--- config.mk ---
export PLATFORM = sky130hd
export DESIGN_NAME = sram_burst_ctrl
export DESIGN_NICKNAME = d
export VERILOG_FILES = /design/src/rtl/sram_pkg.sv /design/src/rtl/sram_rd_skid.sv /design/src/rtl/sram_burst_ctrl.sv
export SDC_FILE = /design/constraint.sdc
export NUM_CORES = 1
export LEC_CHECK = 0
export ABC_AREA = 1
export CAP_MARGIN = 15
export CORE_ASPECT_RATIO = 0.5
export CORE_MARGIN = 5
export CORE_UTILIZATION = 45
export CTS_CLUSTER_SIZE = 14
export DETAILED_ROUTE_END_ITERATION = 8
export HOLD_SLACK_MARGIN = 0.02
export PLACE_DENSITY = 0.79
export RECOVER_POWER = 100
export SYNTH_ARGS = -nofsm -noshare
export SYNTH_HDL_FRONTEND = slang
export SYNTH_SLANG_ARGS = --single-unit
--- constraint.sdc ---
create_clock -name clk -period 2.8 [get_ports clk]
set_input_delay 0.7 -clock clk [delete_from_list [all_inputs] [get_ports clk]]
set_output_delay 0.7 -clock clk [all_outputs]
set_load 0.01 [all_outputs]
--- src/rtl/sram_pkg.sv ---
// Shared definitions for the SRAM burst controller slice.
package sram_pkg;

  localparam int unsigned ADDR_W = 8;
  localparam int unsigned DATA_W = 32;

  typedef enum logic [1:0] {
    IDLE  = 2'd0,
    WRITE = 2'd1,
    READ  = 2'd2
  } state_t;

endpackage

--- src/rtl/sram_rd_skid.sv ---
// Two-entry FIFO that absorbs SRAM read data while the consumer stalls.
module sram_rd_skid
  import sram_pkg::*;
(
  input  logic              clk,
  input  logic              res,
  input  logic              push,
  input  logic [DATA_W-1:0] push_data,
  input  logic              pop,
  output logic [DATA_W-1:0] head,
  output logic [1:0]        count
);

  logic [DATA_W-1:0] mem [2];
  logic              wr_ptr;
  logic              rd_ptr;

  // Pointer and occupancy tracking; push and pop may coincide even when full.
  always_ff @(posedge clk or posedge res) begin
    if (res) begin
      wr_ptr <= 1'b0;
      rd_ptr <= 1'b0;
      count  <= '0;
    end else begin
      if (push) wr_ptr <= ~wr_ptr;
      if (pop)  rd_ptr <= ~rd_ptr;
      case ({push, pop})
        2'b10:   count <= count + 2'd1;
        2'b01:   count <= count - 2'd1;
        default: count <= count;
      endcase
    end
  end

  // Data storage; when full, a simultaneous push overwrites the slot being popped.
  always_ff @(posedge clk) begin
    if (push) mem[wr_ptr] <= push_data;
  end

  assign head = mem[rd_ptr];

endmodule

--- src/rtl/sram_burst_ctrl.sv ---
// Burst initiator for a single-port 256x32 SRAM with registered read data.
module sram_burst_ctrl
  import sram_pkg::*;
(
  input  logic              clk,
  input  logic              res,
  input  logic              cmd_valid,
  output logic              cmd_ready,
  input  logic              cmd_write,
  input  logic [ADDR_W-1:0] cmd_addr,
  input  logic [ADDR_W-1:0] cmd_len,
  input  logic              wr_valid,
  output logic              wr_ready,
  input  logic [DATA_W-1:0] wr_data,
  output logic              rd_valid,
  input  logic              rd_ready,
  output logic [DATA_W-1:0] rd_data,
  output logic              busy,
  output logic              done,
  output logic              mem_we,
  output logic [ADDR_W-1:0] mem_addr,
  output logic [DATA_W-1:0] mem_wdata,
  input  logic [DATA_W-1:0] mem_rdata
);

  state_t            state;
  logic [ADDR_W-1:0] addr;
  logic [ADDR_W-1:0] remaining;
  logic [ADDR_W:0]   issue_left;
  logic              inflight;
  logic [1:0]        fifo_count;
  logic [2:0]        occupancy;
  logic              cmd_fire;
  logic              pop;
  logic              issue;

  assign cmd_ready = (state == IDLE);
  assign busy      = (state != IDLE);
  assign wr_ready  = (state == WRITE);
  assign mem_we    = (state == WRITE) && wr_valid;
  assign mem_addr  = addr;
  assign mem_wdata = wr_data;
  assign cmd_fire  = cmd_valid && cmd_ready;
  assign rd_valid  = (fifo_count != 2'd0);
  assign pop       = rd_valid && rd_ready;

  // Buffered + in-flight + the new issue must fit in two slots after this edge's pop;
  // rearranged as count + inflight + 1 <= 2 + pop to stay unsigned.
  assign occupancy = {1'b0, fifo_count} + {2'b00, inflight} + 3'd1;
  assign issue     = (state == READ) && (issue_left != '0) &&
                     (occupancy <= (3'd2 + {2'b00, pop}));

  // Burst FSM: command capture, address/count stepping, done pulse and inflight flag.
  always_ff @(posedge clk or posedge res) begin
    if (res) begin
      state      <= IDLE;
      addr       <= '0;
      remaining  <= '0;
      issue_left <= '0;
      inflight   <= 1'b0;
      done       <= 1'b0;
    end else begin
      done     <= 1'b0;
      inflight <= issue;
      unique case (state)
        IDLE: begin
          if (cmd_fire) begin
            addr       <= cmd_addr;
            remaining  <= cmd_len;
            issue_left <= {1'b0, cmd_len} + (ADDR_W+1)'(1);
            state      <= cmd_write ? WRITE : READ;
          end
        end
        WRITE: begin
          if (mem_we) begin
            addr      <= addr + ADDR_W'(1);
            remaining <= remaining - ADDR_W'(1);
            if (remaining == '0) begin
              state <= IDLE;
              done  <= 1'b1;
            end
          end
        end
        READ: begin
          if (issue) begin
            addr       <= addr + ADDR_W'(1);
            issue_left <= issue_left - (ADDR_W+1)'(1);
          end
          if (pop) begin
            remaining <= remaining - ADDR_W'(1);
            if (remaining == '0) begin
              state <= IDLE;
              done  <= 1'b1;
            end
          end
        end
        default: state <= IDLE;
      endcase
    end
  end

  sram_rd_skid u_skid (
    .clk       (clk),
    .res       (res),
    .push      (inflight),
    .push_data (mem_rdata),
    .pop       (pop),
    .head      (rd_data),
    .count     (fifo_count)
  );

endmodule

Yosys cells after proc, flatten, opt, wreduce, memory -nomap -nowiden
Memory sizes are Yosys's and may differ from the RTL's. Cells that the tools add are included.

Flip-flop bits (word level): 33. RAM bits: 64. Input bits: 86. Output and inout bits: 78. Word-level logic and storage cells: 71. Memories: 1.

Memories: u_skid.mem (depth 2, bits a word 32, rd ports 1, clocked after Yosys merged registers in 0, wr ports 1, RTL line sram_rd_skid.sv:14) `logic [DATA_W-1:0] mem [2];`.

Add/sub/neg operators: 9. Order comparisons: 1. Equal/unequal tests: 8. Mux-type cells: 24. Bitwise operators: 2. Reduce and logical (&&, ||, !) cells: 17.

Operators with widths (count): 8-bit two-way mux (6); 8-bit case mux with 3 select lines (2); 9-bit two-way mux (2); 9-bit case mux with 2 select lines (1); 2-bit two-way mux (5); 8-bit by 1-bit adder with 9-bit output, second input constant (1); 9-bit nonzero test (1); 9-bit by 1-bit subtractor with 9-bit output, second input constant (1); 8-bit by 1-bit adder with 8-bit output, second input constant (1); 8-bit logical NOT (1); 4-bit AND reduction (2); 2-bit nonzero test (4); 8-bit by 1-bit subtractor with 8-bit output, second input constant (1); 2-bit case mux with 3 select lines (1); 3-bit AND reduction (2); 1-bit logical AND (5); 1-bit two-way mux (5); 2-bit by 1-bit equality test with 1-bit output, second input constant (2); 2-bit equality test, second input constant (2); 2-bit by 1-bit inequality test with 1-bit output, second input constant (2); 2-bit inequality test, second input constant (2); 2-bit case mux with 2 select lines (1); 2-bit by 1-bit adder with 3-bit output (1); 2-bit by 1-bit adder with 3-bit output, first input constant (1); 8 further kinds (9).

Logic depth before layout (Yosys ltp)
Depth after elaboration: 7. Mapped depth: 12. Gate-level depth less buffers: 12.

Hierarchy
A second synthesis with hierarchy kept.

Cells, all modules: 557. Area total of the unflattened synthesis: 5152.4 um2.

By module, submodules not included: sram_rd_skid (times used 1, cells an instance 190, area an instance 2697.6 um2, sequential area each 2021.9 um2); sram_burst_ctrl (times used 1, cells an instance 367, area an instance 2454.9 um2, sequential area each 725.7 um2).

Worst setup path after synthesis
Ideal clock, no wire load.

Path kind: reg-to-reg. From: register inflight. To: memory u_skid.mem[0][0] (enable). Setup time: 421 ps. Arrival: 1791 ps. Data required time: 2379 ps. Setup slack: 588 ps. Stages on the path, launching flop included: 3. Path buffers: 0. Period minus slack after synthesis: 2212 ps. Path through: dfrtp_1 -> inv_1 -> nor2_1.

Word-level cells in the longest chain between the ends: 2.

RTL lines: from (decl) (RTL line sram_burst_ctrl.sv:30) `logic inflight;`; from (signal assigned) (RTL line sram_burst_ctrl.sv:64) `inflight <= issue;`; 1-bit two-way mux (RTL line sram_rd_skid.sv:37) `if (push) mem[wr_ptr] <= push_data;`; 1-bit two-way mux (implied by the code) (RTL line sram_rd_skid.sv:37); to (decl) (RTL line sram_rd_skid.sv:14).

No other way between the ends.

Final worst setup path
From: input wr_valid. To: output mem_we.

Word-level cells in the longest chain between the ends: 1.

RTL lines: from (decl) (RTL line sram_burst_ctrl.sv:12) `input logic wr_valid,`; 1-bit logical AND (RTL line sram_burst_ctrl.sv:40) `assign mem_we = (state == WRITE) && wr_valid;`; to (decl) (RTL line sram_burst_ctrl.sv:20) `output logic mem_we,`.

No other way between the ends.

==> results.yml <==
status:
  status: "finished with violations"
  violations: "capacitance limit, slew limit"
critical_path:
  reg2regPathDepth: 11
  cp-end-kind: "output pin"
  start_kind: "input pin"
  ff2ff_setup_slack_ps: 490
  crit_cells: 4
  worstPathRequired_ps: 2100
  crit_type: "in2out"
  cp_cell_sequence: "clkdlybuf4s50_1 -> nand2_1 -> inv_1 -> dlygate4sd3_1"
  critPathMaxFanout: 2
  cp_top_family: "buffers and inverters"
  slowest_stage: "dlygate4sd3_1"
  cp_num_buf_inv: 3
  critPathArrivalTime_ps: 1970
  slowest_delay_ps: 640
flow_run:
  cap_violations: 1
logic_synthesis:
  synth_top_area_share_pct: 38.7
  synthTopCellsByArea: "edfxtp_1 39%, dfrtp_1 17%, nand2_1 9.8%"
  ys_ff_latch: 97
  yosysSeqAreaShare_pct: 55.4
  ys_warn_count: 0
  syn_avg_cell_area_sq_um: 10.2
  syn_area_sq_um: 4960
  syn-num-nets: 587
  synth_cell_type_count: 36
  synth_top_cell_by_area: "edfxtp_1"
  syn-instance-count: 489
global_routing:
  use_met3_pct: 5.25
  grt_usage_pct: 15.7
  grt_pass1_wl_um: 17000
  grt_overflow_total: 0
  grt_max_degree: 34
  met2_usage_pct: 25.9
  antenna_found_initial: 0
  use_met1_pct: 18.8
  grt_pass1_vias: 3570
  busiest_layer: "met2"
hold_path:
  hold_depth: 2
  hp-class: "reg2reg"
detailed_routing:
  drc: 0
  wire_per_inst_um: 14.3
  wirelength_um: 10200
  drt-vias-per-instance: 4.93
  drt_pass1_iterations: 4
  drt_iter0_markers: 189
  final_antenna_net_count: 0
  vias: 3512
final_layout:
  nets: 661
  antennaDiodeCount: 0
  area_delta_synth_final_pct: 23.6
  fill_cells: 918
  utilization_pct: 56.4
  drive_above_1_share_pct: 11.3
clock_network:
  holdBufCountCts: 0
  clk-insertion-delay-late_ps: 340
  postCtsSetupBuffers: 0
  htree_levels: 3
  path_clk_slew_ps: 60
  clockBufferDepth: 2
  cts_tree: "built"
  clockRootBuffer: "clkbuf_16"
  cts_buffers: 9
  cts_resized: 0
  cts.sinks: 97
timing:
  fin_skew_ps: 3.70
  setup_violations: 0
  finalWorstSetupSlack_ps: 126
  tightest_slew_ps: 1830
  fin_setup_tns_ps: 0
  slew_viol_final: 33
  period_share_pct: 95.5
  rsz0062_at_grt: "no"
  hold_violations: 0
  max-slew-margin-rel_pct: -22.0
  max_freq_mhz: 374
  finalCriticalPeriod_ps: 2670
pwr:
  power_mw: 6.27
  power.leakage_nw: 2.59
  power_density_nw_per_um2: 1020
  vdd_drop_max_mv: 0.389
floorplanning:
  die_h_um: 84.3
  initial_core_util_pct: 45.6
  die_area_sq_um: 13400
  rows: 27
  chipWidth_um: 159
  design.portCount: 164
  core_area_sq_um: 10900
placed_design:
  port_buffers: 99
  dpl_worst_slack_ps: 200
  place_congestion: 0.864
  dp_hpwl_um: 7190
==> registers in the layout, indices dropped and copies added (netlist names) <==
signal         flops
issue_left         9
inflight           1
mem_addr           8
remaining          8
done               1
u_skid.mem        64
u_skid.rd_ptr      1
u_skid.wr_ptr      1
state              2
u_skid.count       2
==> kinds of logic (layout without fill, tap and decap cells) <==
logic type                 Yosys count  count (layout)  share of synthesized area [%]
and+or+nand+nor                    212             212                           18.8
buffers and inverters               88             166                           9.63
DFF                                 97              97                           55.4
AOI/OAI and AO/OA                   39              39                           4.36
muxes                               32              32                           7.26
adders and majority gates           12              12                           3.02
xor gates and xnor gates             9               9                           1.59
==> routing by layer <==
metal	up-vias	share of wire, %
li1	1745	-
met1	1620	42
met2	108	47
met3	39	7.6
met4	0	3.0
met5	-	0
==> worst reg2reg max path, cell delays in order (launching register included) <==
cell and delay, ps:
dfrtp_1 400, inv_1 90, ha_1 150, buf_4 210
clkinvlp_2 380, nand2_1 200, nor2_1 110, nor2_8 210
nand2_4 120, clkinv_4 110, o21ai_2 60, a21o_1 160
==> synthesized netlist by cell type (all sizes together) <==
master and instances:
nand2 135, edfxtp 64, inv 43, nand3 41, buf 39, dfrtp 33, mux2 32, nor2 27
o21ai 25, ha 12, a21oi 8, xor2 5, nand4 4, xnor2 4, clkbuf 3, clkinv 3
nor3 3, o211ai 3, a21o 1, and2 1, o21bai 1, o22ai 1, or2 1
==> layout make-up <==
cell class                      instances  area (sq um)  share of cell area (%)
Sequential cell                        97          2750                    44.8
Clock inverter                          6          50.0                   0.816
Timing Repair Buffer                  105          1040                    16.9
Inverter                               46           179                    2.92
Multi-Input combinational cell        304          1720                    28.0
Clock buffer                            9           225                    3.67
Tap cell                              145           181                    2.96
==> stage by stage <==
stage | std cells | instance area, sq um | hold WS, ps
2_1_floorplan | 489 | 4960 | 459
3_3_place_gp | 697 | 5900 | 468
3_5_place_dp | 697 | 5900 | 486
4_1_cts | 712 | 6170 | 497
5_1_grt | 712 | 6130 | 518
6_report | 712 | 6130 | 489
==> report_power, final <==
| group | switching [mW] | internal [mW] |
|---|---|---|
| sequential | 0.250 | 1.98 |
| combinational | 1.66 | 1.24 |
| clock | 0.538 | 0.610 |
| total | 2.44 | 3.83 |
==> worst paths after layout <==
| check | from | endpoint |
|---|---|---|
| max | wr_valid | mem_we |
| min | remaining[7] | remaining[7] |
| max reg2reg | state[0] | remaining[3] |
| min reg2reg | remaining[7] | remaining[7] |
| max in group asynchronous | res | state[0] |
| min in group asynchronous | res | mem_addr[7] |
==> layout by cell type (no fill, tap or decap), types with 3 or more instances in the layout <==
cell type,synthesis,final
inv_1,41,41
mux2_2,32,32
a21oi_1,8,8
nand2_1,129,132
o211ai_1,3,3
xnor2_1,4,4
xor2_1,5,5
nor3_1,3,3
ha_1,12,12
o21ai_0,20,21
nand4_1,4,4
dfrtp_1,33,33
clkbuf_16,0,9
inv_6,0,4
nand3_1,39,40
dlygate4sd3_1,0,79
clkdlybuf4s50_1,0,20
nor2_1,24,24
edfxtp_1,64,64
Note: power is estimated with default switching activity, not from simulation.
